==> config.mk <==
export PLATFORM = sky130hd
export DESIGN_NAME = mac_accumulator_flat
export DESIGN_NICKNAME = d
export VERILOG_FILES = /design/src/rtl/mac_accumulator_if.sv /design/src/rtl/mac_accumulator.sv /design/src/flat_wrapper.sv
export SDC_FILE = /design/constraint.sdc
export NUM_CORES = 1
export LEC_CHECK = 0
export ABC_AREA = 1
export CAP_MARGIN = 20
export CORE_ASPECT_RATIO = 1.75
export CORE_MARGIN = 5
export CORE_UTILIZATION = 56
export CTS_CLUSTER_SIZE = 20
export DETAILED_ROUTE_END_ITERATION = 10
export PLACE_DENSITY_LB_ADDON = 0.2
export SLEW_MARGIN = 20
export SYNTH_ARGS = -nofsm -noshare
export SYNTH_HDL_FRONTEND = slang
export SYNTH_SLANG_ARGS = --single-unit
==> constraint.sdc <==
create_clock -name clk -period 4 [get_ports clk]
set_input_delay 0.6 -clock clk [delete_from_list [all_inputs] [get_ports clk]]
set_output_delay 0.6 -clock clk [all_outputs]
set_load 0.01 [all_outputs]
==> src/rtl/mac_accumulator_if.sv <==
// mac_accumulator_if
//  Bundles the product-stream input, bias, the valid/ready result port and the
//  status flags of mac_accumulator.
//  Modports:
//   master : drives in_valid/in_last/in_data/bias/out_ready, observes results
//   slave  : the accumulator side (consumes the stream, drives the results)
//  Signals:
//   in_valid, in_last, in_data[15:0]   product stream (no backpressure)
//   bias[ACC_W-1:0]                    sampled on the first beat of a vector
//   out_valid, out_ready               one-entry result handshake
//   out_data[OUT_W-1:0]                requantized result
//   out_acc[ACC_W-1:0]                 raw final sum
//   out_len[CNT_W-1:0]                 element count, saturating
//   busy, drop_err                     status
interface mac_accumulator_if #(
    parameter int ACC_W = 32,
    parameter int OUT_W = 8,
    parameter int CNT_W = 10
);
    logic             in_valid;
    logic             in_last;
    logic [15:0]      in_data;
    logic [ACC_W-1:0] bias;
    logic             out_valid;
    logic             out_ready;
    logic [OUT_W-1:0] out_data;
    logic [ACC_W-1:0] out_acc;
    logic [CNT_W-1:0] out_len;
    logic             busy;
    logic             drop_err;

    modport master (
        output in_valid, in_last, in_data, bias, out_ready,
        input  out_valid, out_data, out_acc, out_len, busy, drop_err
    );

    modport slave (
        input  in_valid, in_last, in_data, bias, out_ready,
        output out_valid, out_data, out_acc, out_len, busy, drop_err
    );
endinterface

==> src/rtl/mac_accumulator.sv <==
// mac_accumulator
//  Sums one vector of signed 16-bit products per neuron, starting from a bias
//  sampled on the first beat. The final sum is rounded, arithmetically shifted
//  by SHIFT, saturated to OUT_W bits and held in a one-entry valid/ready
//  output register.
//  Ports:
//   clk  in  rising-edge clock
//   rst  in  synchronous active-high reset
//   bus      mac_accumulator_if.slave (stream in, result out, status)
//  Optional build macro:
//   ACC_RELU_EN  when defined, negative saturated results are forced to 0
//                (out_acc stays raw).
module mac_accumulator #(
    parameter int ACC_W = 32,
    parameter int OUT_W = 8,
    parameter int SHIFT = 7,
    parameter int CNT_W = 10
) (
    input  logic            clk,
    input  logic            rst,
    mac_accumulator_if.slave bus
);

    typedef enum logic [0:0] {
        IDLE  = 1'b0,
        ACCUM = 1'b1
    } state_t;

    localparam logic [CNT_W-1:0] CNT_ZERO = {CNT_W{1'b0}};
    localparam logic [CNT_W-1:0] CNT_ONE  = {{(CNT_W-1){1'b0}}, 1'b1};
    localparam logic [CNT_W-1:0] CNT_MAX  = {CNT_W{1'b1}};
    localparam logic [ACC_W-1:0] ACC_ZERO = {ACC_W{1'b0}};
    localparam logic [OUT_W-1:0] OUT_ZERO = {OUT_W{1'b0}};

    // Rounding constant: half an LSB of the shifted result, nothing when SHIFT=0.
    localparam int RND_POS = (SHIFT > 0) ? SHIFT - 1 : 0;
    localparam logic signed [ACC_W:0] RND = (SHIFT > 0)
        ? ({{ACC_W{1'b0}}, 1'b1} << RND_POS) : {(ACC_W+1){1'b0}};

    // Saturation limits sign-extended to the ACC_W+1 requant width.
    localparam logic signed [ACC_W:0] SAT_MAX = {{(ACC_W-OUT_W+2){1'b0}}, {(OUT_W-1){1'b1}}};
    localparam logic signed [ACC_W:0] SAT_MIN = {{(ACC_W-OUT_W+2){1'b1}}, {(OUT_W-1){1'b0}}};

    state_t                  state_q;
    logic signed [ACC_W-1:0] acc_q;
    logic        [CNT_W-1:0] cnt_q;
    logic                    busy_q;
    logic                    out_valid_q;
    logic        [OUT_W-1:0] out_data_q;
    logic        [ACC_W-1:0] out_acc_q;
    logic        [CNT_W-1:0] out_len_q;
    logic                    drop_err_q;

    logic signed [ACC_W-1:0] data_ext_s;
    logic signed [ACC_W-1:0] base_s;
    logic signed [ACC_W-1:0] sum_d;
    logic        [CNT_W-1:0] len_d;
    logic signed [ACC_W:0]   wide_s;
    logic signed [ACC_W:0]   shifted_s;
    logic        [OUT_W-1:0] sat_s;
    logic        [OUT_W-1:0] data_d;
    logic                    complete_s;
    logic                    load_s;
    logic                    drop_s;

    // Running sum including this beat; a new vector starts from the bias.
    always_comb begin
        data_ext_s = {{(ACC_W-16){bus.in_data[15]}}, bus.in_data};
        base_s     = ACC_ZERO;
        if (state_q == ACCUM) begin
            base_s = acc_q;
        end else begin
            base_s = bus.bias;
        end
        sum_d = base_s + data_ext_s;
    end

    // Element count including this beat, saturating at all-ones.
    always_comb begin
        len_d = CNT_ONE;
        if (state_q == ACCUM) begin
            if (cnt_q == CNT_MAX) begin
                len_d = CNT_MAX;
            end else begin
                len_d = cnt_q + CNT_ONE;
            end
        end else begin
            len_d = CNT_ONE;
        end
    end

    // Round, shift and saturate the final sum (one extra bit so rounding cannot wrap).
    always_comb begin
        wide_s    = {sum_d[ACC_W-1], sum_d} + RND;
        shifted_s = wide_s >>> SHIFT;
        sat_s     = shifted_s[OUT_W-1:0];
        if (shifted_s > SAT_MAX) begin
            sat_s = SAT_MAX[OUT_W-1:0];
        end else if (shifted_s < SAT_MIN) begin
            sat_s = SAT_MIN[OUT_W-1:0];
        end else begin
            sat_s = shifted_s[OUT_W-1:0];
        end
    end

    // Optional ReLU clamp on the saturated result.
    always_comb begin
        data_d = sat_s;
`ifdef ACC_RELU_EN
        if (sat_s[OUT_W-1]) begin
            data_d = OUT_ZERO;
        end else begin
            data_d = sat_s;
        end
`else
        data_d = sat_s;
`endif
    end

    // A completion loads the output register only if it is empty or draining now.
    always_comb begin
        complete_s = bus.in_valid & bus.in_last;
        load_s     = complete_s & (~out_valid_q | bus.out_ready);
        drop_s     = complete_s & out_valid_q & ~bus.out_ready;
    end

    // Accumulator FSM plus output register and status flags.
    always_ff @(posedge clk) begin
        if (rst) begin
            state_q     <= IDLE;
            acc_q       <= ACC_ZERO;
            cnt_q       <= CNT_ZERO;
            busy_q      <= 1'b0;
            out_valid_q <= 1'b0;
            out_data_q  <= OUT_ZERO;
            out_acc_q   <= ACC_ZERO;
            out_len_q   <= CNT_ZERO;
            drop_err_q  <= 1'b0;
        end else begin
            if (bus.in_valid) begin
                if (bus.in_last) begin
                    state_q <= IDLE;
                    busy_q  <= 1'b0;
                    acc_q   <= ACC_ZERO;
                    cnt_q   <= CNT_ZERO;
                end else begin
                    state_q <= ACCUM;
                    busy_q  <= 1'b1;
                    acc_q   <= sum_d;
                    cnt_q   <= len_d;
                end
            end else begin
                state_q <= state_q;
                busy_q  <= busy_q;
            end

            if (load_s) begin
                out_valid_q <= 1'b1;
                out_data_q  <= data_d;
                out_acc_q   <= sum_d;
                out_len_q   <= len_d;
            end else if (out_valid_q && bus.out_ready) begin
                out_valid_q <= 1'b0;
            end else begin
                out_valid_q <= out_valid_q;
            end

            if (drop_s) begin
                drop_err_q <= 1'b1;
            end else begin
                drop_err_q <= drop_err_q;
            end
        end
    end

    assign bus.out_valid = out_valid_q;
    assign bus.out_data  = out_data_q;
    assign bus.out_acc   = out_acc_q;
    assign bus.out_len   = out_len_q;
    assign bus.busy      = busy_q;
    assign bus.drop_err  = drop_err_q;

endmodule

==> src/flat_wrapper.sv <==
// flat-port wrapper written by rule: the top's interface ports become plain ports
module mac_accumulator_flat 
#(
    parameter int ACC_W = 32,
    parameter int OUT_W = 8,
    parameter int SHIFT = 7,
    parameter int CNT_W = 10
)
  (clk, rst, bus_in_valid, bus_in_last, bus_in_data, bus_bias, bus_out_ready, bus_out_valid, bus_out_data, bus_out_acc, bus_out_len, bus_busy, bus_drop_err);
  mac_accumulator_if #(.ACC_W(ACC_W), .OUT_W(OUT_W), .CNT_W(CNT_W)) bus_i ();
  input  logic clk;
  input  logic rst;
  input wire logic [$bits(bus_i.in_valid)-1:0] bus_in_valid;
  input wire logic [$bits(bus_i.in_last)-1:0] bus_in_last;
  input wire logic [$bits(bus_i.in_data)-1:0] bus_in_data;
  input wire logic [$bits(bus_i.bias)-1:0] bus_bias;
  input wire logic [$bits(bus_i.out_ready)-1:0] bus_out_ready;
  output wire logic [$bits(bus_i.out_valid)-1:0] bus_out_valid;
  output wire logic [$bits(bus_i.out_data)-1:0] bus_out_data;
  output wire logic [$bits(bus_i.out_acc)-1:0] bus_out_acc;
  output wire logic [$bits(bus_i.out_len)-1:0] bus_out_len;
  output wire logic [$bits(bus_i.busy)-1:0] bus_busy;
  output wire logic [$bits(bus_i.drop_err)-1:0] bus_drop_err;
  assign bus_i.in_valid = bus_in_valid;
  assign bus_i.in_last = bus_in_last;
  assign bus_i.in_data = bus_in_data;
  assign bus_i.bias = bus_bias;
  assign bus_i.out_ready = bus_out_ready;
  assign bus_out_valid = bus_i.out_valid;
  assign bus_out_data = bus_i.out_data;
  assign bus_out_acc = bus_i.out_acc;
  assign bus_out_len = bus_i.out_len;
  assign bus_busy = bus_i.busy;
  assign bus_drop_err = bus_i.drop_err;
  mac_accumulator #(.ACC_W(ACC_W), .OUT_W(OUT_W), .SHIFT(SHIFT), .CNT_W(CNT_W)) u_core (.clk(clk), .rst(rst), .bus(bus_i));
endmodule
## Word-level counts from Yosys, hierarchy flattened

Index checks and enable logic that the tools add are counted.

- $add $sub $neg: 3
- Magnitude comparators: 2
- Eq/ne operators: 1
- Mux-type cells: 10
- Bitwise logic cells: 7
- Reductions and logical operators: 2

Operators by type and width:

| kind | number |
|---|---|
| $mux W32 | 2 |
| $add A32 B8 Y33 const B | 1 |
| $add A32 B16 Y32 | 1 |
| $mux W10 | 3 |
| $gt A26 B8 Y1 const B | 1 |
| $lt A26 B8 Y1 const B | 1 |
| $mux W8 | 2 |
| $add A10 B1 Y10 const B | 1 |
| $eq A10 B10 Y1 const B | 1 |
| $and A1 B1 Y1 | 4 |
| $mux W1 | 3 |
| $not A1 Y1 | 2 |
| $reduce_bool A2 Y1 | 1 |
| $logic_and A1 B1 Y1 | 1 |
| $or A1 B1 Y1 | 1 |

- Bits in registers: 95

## Longest topological paths before layout

- Depth after elaboration: 6
- Mapped depth: 31
- Mapped depth without buffers: 29

## Least setup slack after synthesis

Ideal clock, no wire load.

- Kind: register -> register
- Start: reg u_core.state_q
- End: reg u_core.out_data_q[0], in the netlist u_core.bus.out_data[0]
- Library setup time: 117 ps
- Data arrival time: 3,587 ps
- Required time: 3,883 ps
- Slack: 296 ps
- Cell stages (with the launch flop): 29
- Path buffers: 2
- Cell sequence: dfxtp_1 -> clkbuf_1 -> inv_2 -> clkbuf_1 -> nand2_1 -> nand2_1 -> ha_1 -> fa_1 -> nand2_1 -> nand2_2 -> nand3_2 -> nand3_1 -> nand2_2 -> ha_1 -> nand2_1 -> nor2_2 -> nand3_1 -> nor2_2 -> nand2_1 -> inv_1 -> nand3_1 -> nand2_1 -> nand2_1 -> nor3_1 -> nand2_1 -> nand2_1 -> nand2_2 -> nor2_1 -> nor2_1

- Longest elaborated chain between the ends: 6

RTL lines:

| element | line | source |
|---|---|---|
| start: declaration | mac_accumulator.sv:44 | `state_t state_q;` |
| start signal: assignment | mac_accumulator.sv:153 | `state_q <= state_q;` |
| $mux W32 * | mac_accumulator.sv:70 | `if (state_q == ACCUM) begin` |
| $add A32 B16 Y32 * | mac_accumulator.sv:75 | `sum_d = base_s + data_ext_s;` |
| named net u_core.sum_d[6] | mac_accumulator.sv:56 | `logic signed [ACC_W-1:0] sum_d;` |
| $add A32 B8 Y33 * | mac_accumulator.sv:94 | `wide_s = {sum_d[ACC_W-1], sum_d} + RND;` |
| $lt A26 B8 Y1 | mac_accumulator.sv:99 | `end else if (shifted_s < SAT_MIN) begin` |
| $mux W8 | mac_accumulator.sv:99 |  |
| $mux W8 * | mac_accumulator.sv:97 | `if (shifted_s > SAT_MAX) begin` |
| end signal: assignment | mac_accumulator.sv:159 | `out_data_q <= data_d;` |
| end: declaration | mac_accumulator.sv:49 | `logic [OUT_W-1:0] out_data_q;` |

Mark *: on every way through the listed nets, which the timed path passes. The rest lies on a longest branch.
A chain may end at the register's enable or synchronous reset.

## Worst setup path after layout

- Start: in bus_in_data[15]
- End: reg u_core.out_data_q[0], in the netlist u_core.bus.out_data[0]

- Longest elaborated chain between the ends: 5

RTL lines:

| element | line | source |
|---|---|---|
| start: declaration | flat_wrapper.sv:15 | `input wire logic [$bits(bus_i.in_data)-1:0] bus_in_data;` |
| $add A32 B16 Y32 * | mac_accumulator.sv:75 |  |
| $add A32 B8 Y33 * | mac_accumulator.sv:94 |  |
| $lt A26 B8 Y1 | mac_accumulator.sv:99 |  |
| $mux W8 | mac_accumulator.sv:99 |  |
| $mux W8 * | mac_accumulator.sv:97 |  |

Every way passes the cells marked *; elsewhere a longest branch is shown, timed or not.

==> reports/qor.csv <==
metric,value,unit
max_stage_delay,0.44,ns
p_switching,1.409,mW
dpl_cell_area,9629,µm²
run_status,"complete, no violations",
grt_remaining_overflow,0,
power_leakage,5.206,nW
grt_use_total,32.41,%
post-route-period-util,94.41,%
powerDensity,345.7,nW/µm²
final_cell_area,10080,µm²
grt_pass1_wl,42.30,mm
drt-total-wl,26.59,mm
drc,0,
syn_to_final_growth,31.53,%
first_pass_iters,6,
io_pins,106,
netlist_area,7664,µm²
synth_seq_cells,95,
via_count,9135,
yosys.cell_count.top_type,nand2_1,
skew,0.01317,ns
multi_input_area,5026,µm²
yosysSeqAreaShare,24.82,%
synth_area_leader_cell,nand2_1,
cp_common_cell,nand2_1,
cp_max_fo,17,
grt_max_degree,78,
cts_root_buffer,clkbuf_16,
grt_antenna_before_repair,0,
fmax,264.8,MHz
finalHoldViolations,0,
htree_levels,3,
r2r_cells,26,
holdCritStartpoint,u_core.acc_q[1],
die_height,164.8,µm
pwr-share-clk,26.3,%
cts_buffers,9,
via_per_inst,5.238,
rows,56,
grt.met1_usage,35.98,%
yosysWarnings,0,
final_nets,1652,
final_cells,1744,
ys_async_sr_fraction,0,%
period_minus_slack,3.776,ns
finalPower,3.484,mW
worst_pin_slew,0.9560,ns
port_buffers,105,
clock_latency,0.36,ns
grt_pass1_vias,8984,
synth.distinct_cells,33,
synth_nets,1463,
pwr-share-comb,43.7,%
placedCellCount,1728,
drive_gt1_share,12.87,%
final-seq-area,1903,µm²
setup_violations,0,
ys_top_cells_by_area,"nand2_1 28%, dfxtp_1 25%, inv_1 9.4%, nor2_1 6.8%, ha_1 5.4%",
worstHoldPathType,flop to flop,
drtAntennaViolNets,0,
top_usage_layer,met2,
vdd_drop_max,0.2797,mV
fin_ws,0.2235,ns
slew_headroom,36.18,%
pwr-share-seq,30.0,%
cp.arrival,4.02,ns
die_x,98.43,µm
swShare,40.45,%
initial_core_util,56.97,%
drt-initial-drc-count,476,
r2r-end,u_core.bus.out_data[0],
worstSetupEndpointType,flop,
maxCapViolCount,0,
cts_sinks,95,
r2r-start,u_core.state_q,
path_buf_inv,4,
syn-instance-count,1376,
synth-main-ff-cell,dfxtp_1,
crit_path_start_kind,input pin,
use_met2,60.63,%
maxSlewViolCount,0,
place.gp.congestion,0.9970,
synth_edf_count,0,
cp_data_required_time,4.24,ns
fillCellCount,1161,
syn_avg_cell_area,5.569,µm²
rrSetupSlack,0.30,ns
cts_tree,yes,
cp_slowest_cell,clkdlybuf4s50_1,
core,13450,µm²
use_met3,3.550,%
yosysTopAreaCellShare,28.21,%
hpwl,20.50,mm
min_delay_path_depth,2,
clk_pin_slew,0.09,ns
tns,0,ns
critPathTopFamily,simple AND/OR/NAND/NOR gates,
cts_hold_buf,0,
n_antenna_cell,0,
critPathKind,input pin to flop,
die-area,16220,µm²
hold_end,u_core.acc_q[1],
p_int,2.075,mW
cts_buffer_depth,2,
cts_setup_buffers,0,
avgRoutedWirePerCell,15.25,µm
dpl_worst_slack,-0.1534,ns
yosys-top-cells-count,"576 x nand2_1, 191 x inv_1, 138 x nor2_1, 95 x dfxtp_1, 79 x a21oi_1",
[power groups by stage]
stage	combinational [mW]	sequential (mW)	clock, mW
after floorplan	0.802	1.08	0
after CTS	1.47	1.04	0.921
after detailed placement	1.46	1.06	0
after global placement	1.45	1.06	0
after global routing	1.67	1.05	0.962
final	1.52	1.04	0.915
[sequential cells by signal, indices dropped and copies added (netlist names)]
| signal | cells |
|---|---|
| u_core.cnt_q | 10 |
| u_core.bus.drop_err | 1 |
| u_core.bus.out_data | 8 |
| u_core.acc_q | 32 |
| u_core.bus.out_len | 10 |
| u_core.bus.out_valid | 1 |
| u_core.bus.out_acc | 32 |
| u_core.state_q | 1 |
[layout make-up]
cell class,count,share of cell area [%]
clock inverter,7,0.8565
sequential,95,18.88
tap,174,2.160
multi-input combinational,1050,49.86
inverter,196,7.349
clock buffer,9,2.234
timing repair buffer,213,18.66
[how the worst max path moves through the flow]
stage	start	cells after the start	slack, ns	end
2_1_floorplan	u_core.state_q	28	0.30	u_core.bus.out_data[0]
3_3_place_gp	bus_bias[5]	26	-0.09	u_core.bus.out_data[6]
3_5_place_dp	bus_bias[5]	27	-0.15	u_core.bus.out_data[0]
4_1_cts	u_core.state_q	27	0.05	u_core.bus.out_data[5]
5_1_grt	bus_bias[2]	27	-0.09	u_core.bus.out_data[0]
6_report	bus_in_data[15]	26	0.22	u_core.bus.out_data[0]
[metal layers]
metal	vias to the layer above	share of wire, %
li1	4648	-
met4	0	4.9
met3	89	4.3
met2	275	53
met1	4123	38
met5	-	0
[worst min-delay path, stage by stage, from the launching register on]
cell and delay, ns:
dfxtp_1 0.32, nand2_1 0.06, a21oi_1 0.05
[through the flow]
step                util [%]  hold slack, ns
floorplan                  -          0.4435
global placement       71.58          0.4517
detailed placement     71.58          0.4558
CTS                    73.89          0.4679
global route           74.93          0.4809
finish                 74.93          0.4691
[placed cells by master (no fill, tap or decap), types with 6 or more instances in the layout]
| cell type | count |
|---|---|
| nand2_1 | 571 |
| inv_1 | 190 |
| nor2_1 | 124 |
| buf_4 | 105 |
| clkdlybuf4s50_1 | 104 |
| dfxtp_1 | 94 |
| a21oi_1 | 76 |
| nand3_1 | 70 |
| o21ai_0 | 33 |
| ha_1 | 29 |
| nand2_2 | 23 |
| o211ai_1 | 22 |
| nand4_1 | 21 |
| nor2_2 | 19 |
| xor2_1 | 12 |
| clkbuf_16 | 9 |
| nand3_2 | 8 |
| nor2_4 | 7 |
| nor3_1 | 6 |
[cell families after synthesis]
| group | count (synthesis) | share of synthesized area (%) |
|---|---|---|
| AOI/OAI and AO/OA | 140 | 10.07 |
| DFF | 95 | 24.82 |
| adders and majority gates | 34 | 5.649 |
| and+or+nand+nor | 861 | 46.43 |
| xor gates and xnor gates | 15 | 1.714 |
| buffers and inverters | 231 | 11.31 |
[what timing repair did]
item | 4_1_cts | 5_1_grt
resized for setup | 0 | 41
setup endpoints to repair | 0 | 8
endpoints found under the hold margin | 0 | 0
No activity file was read; power rests on OpenSTA's default activity.
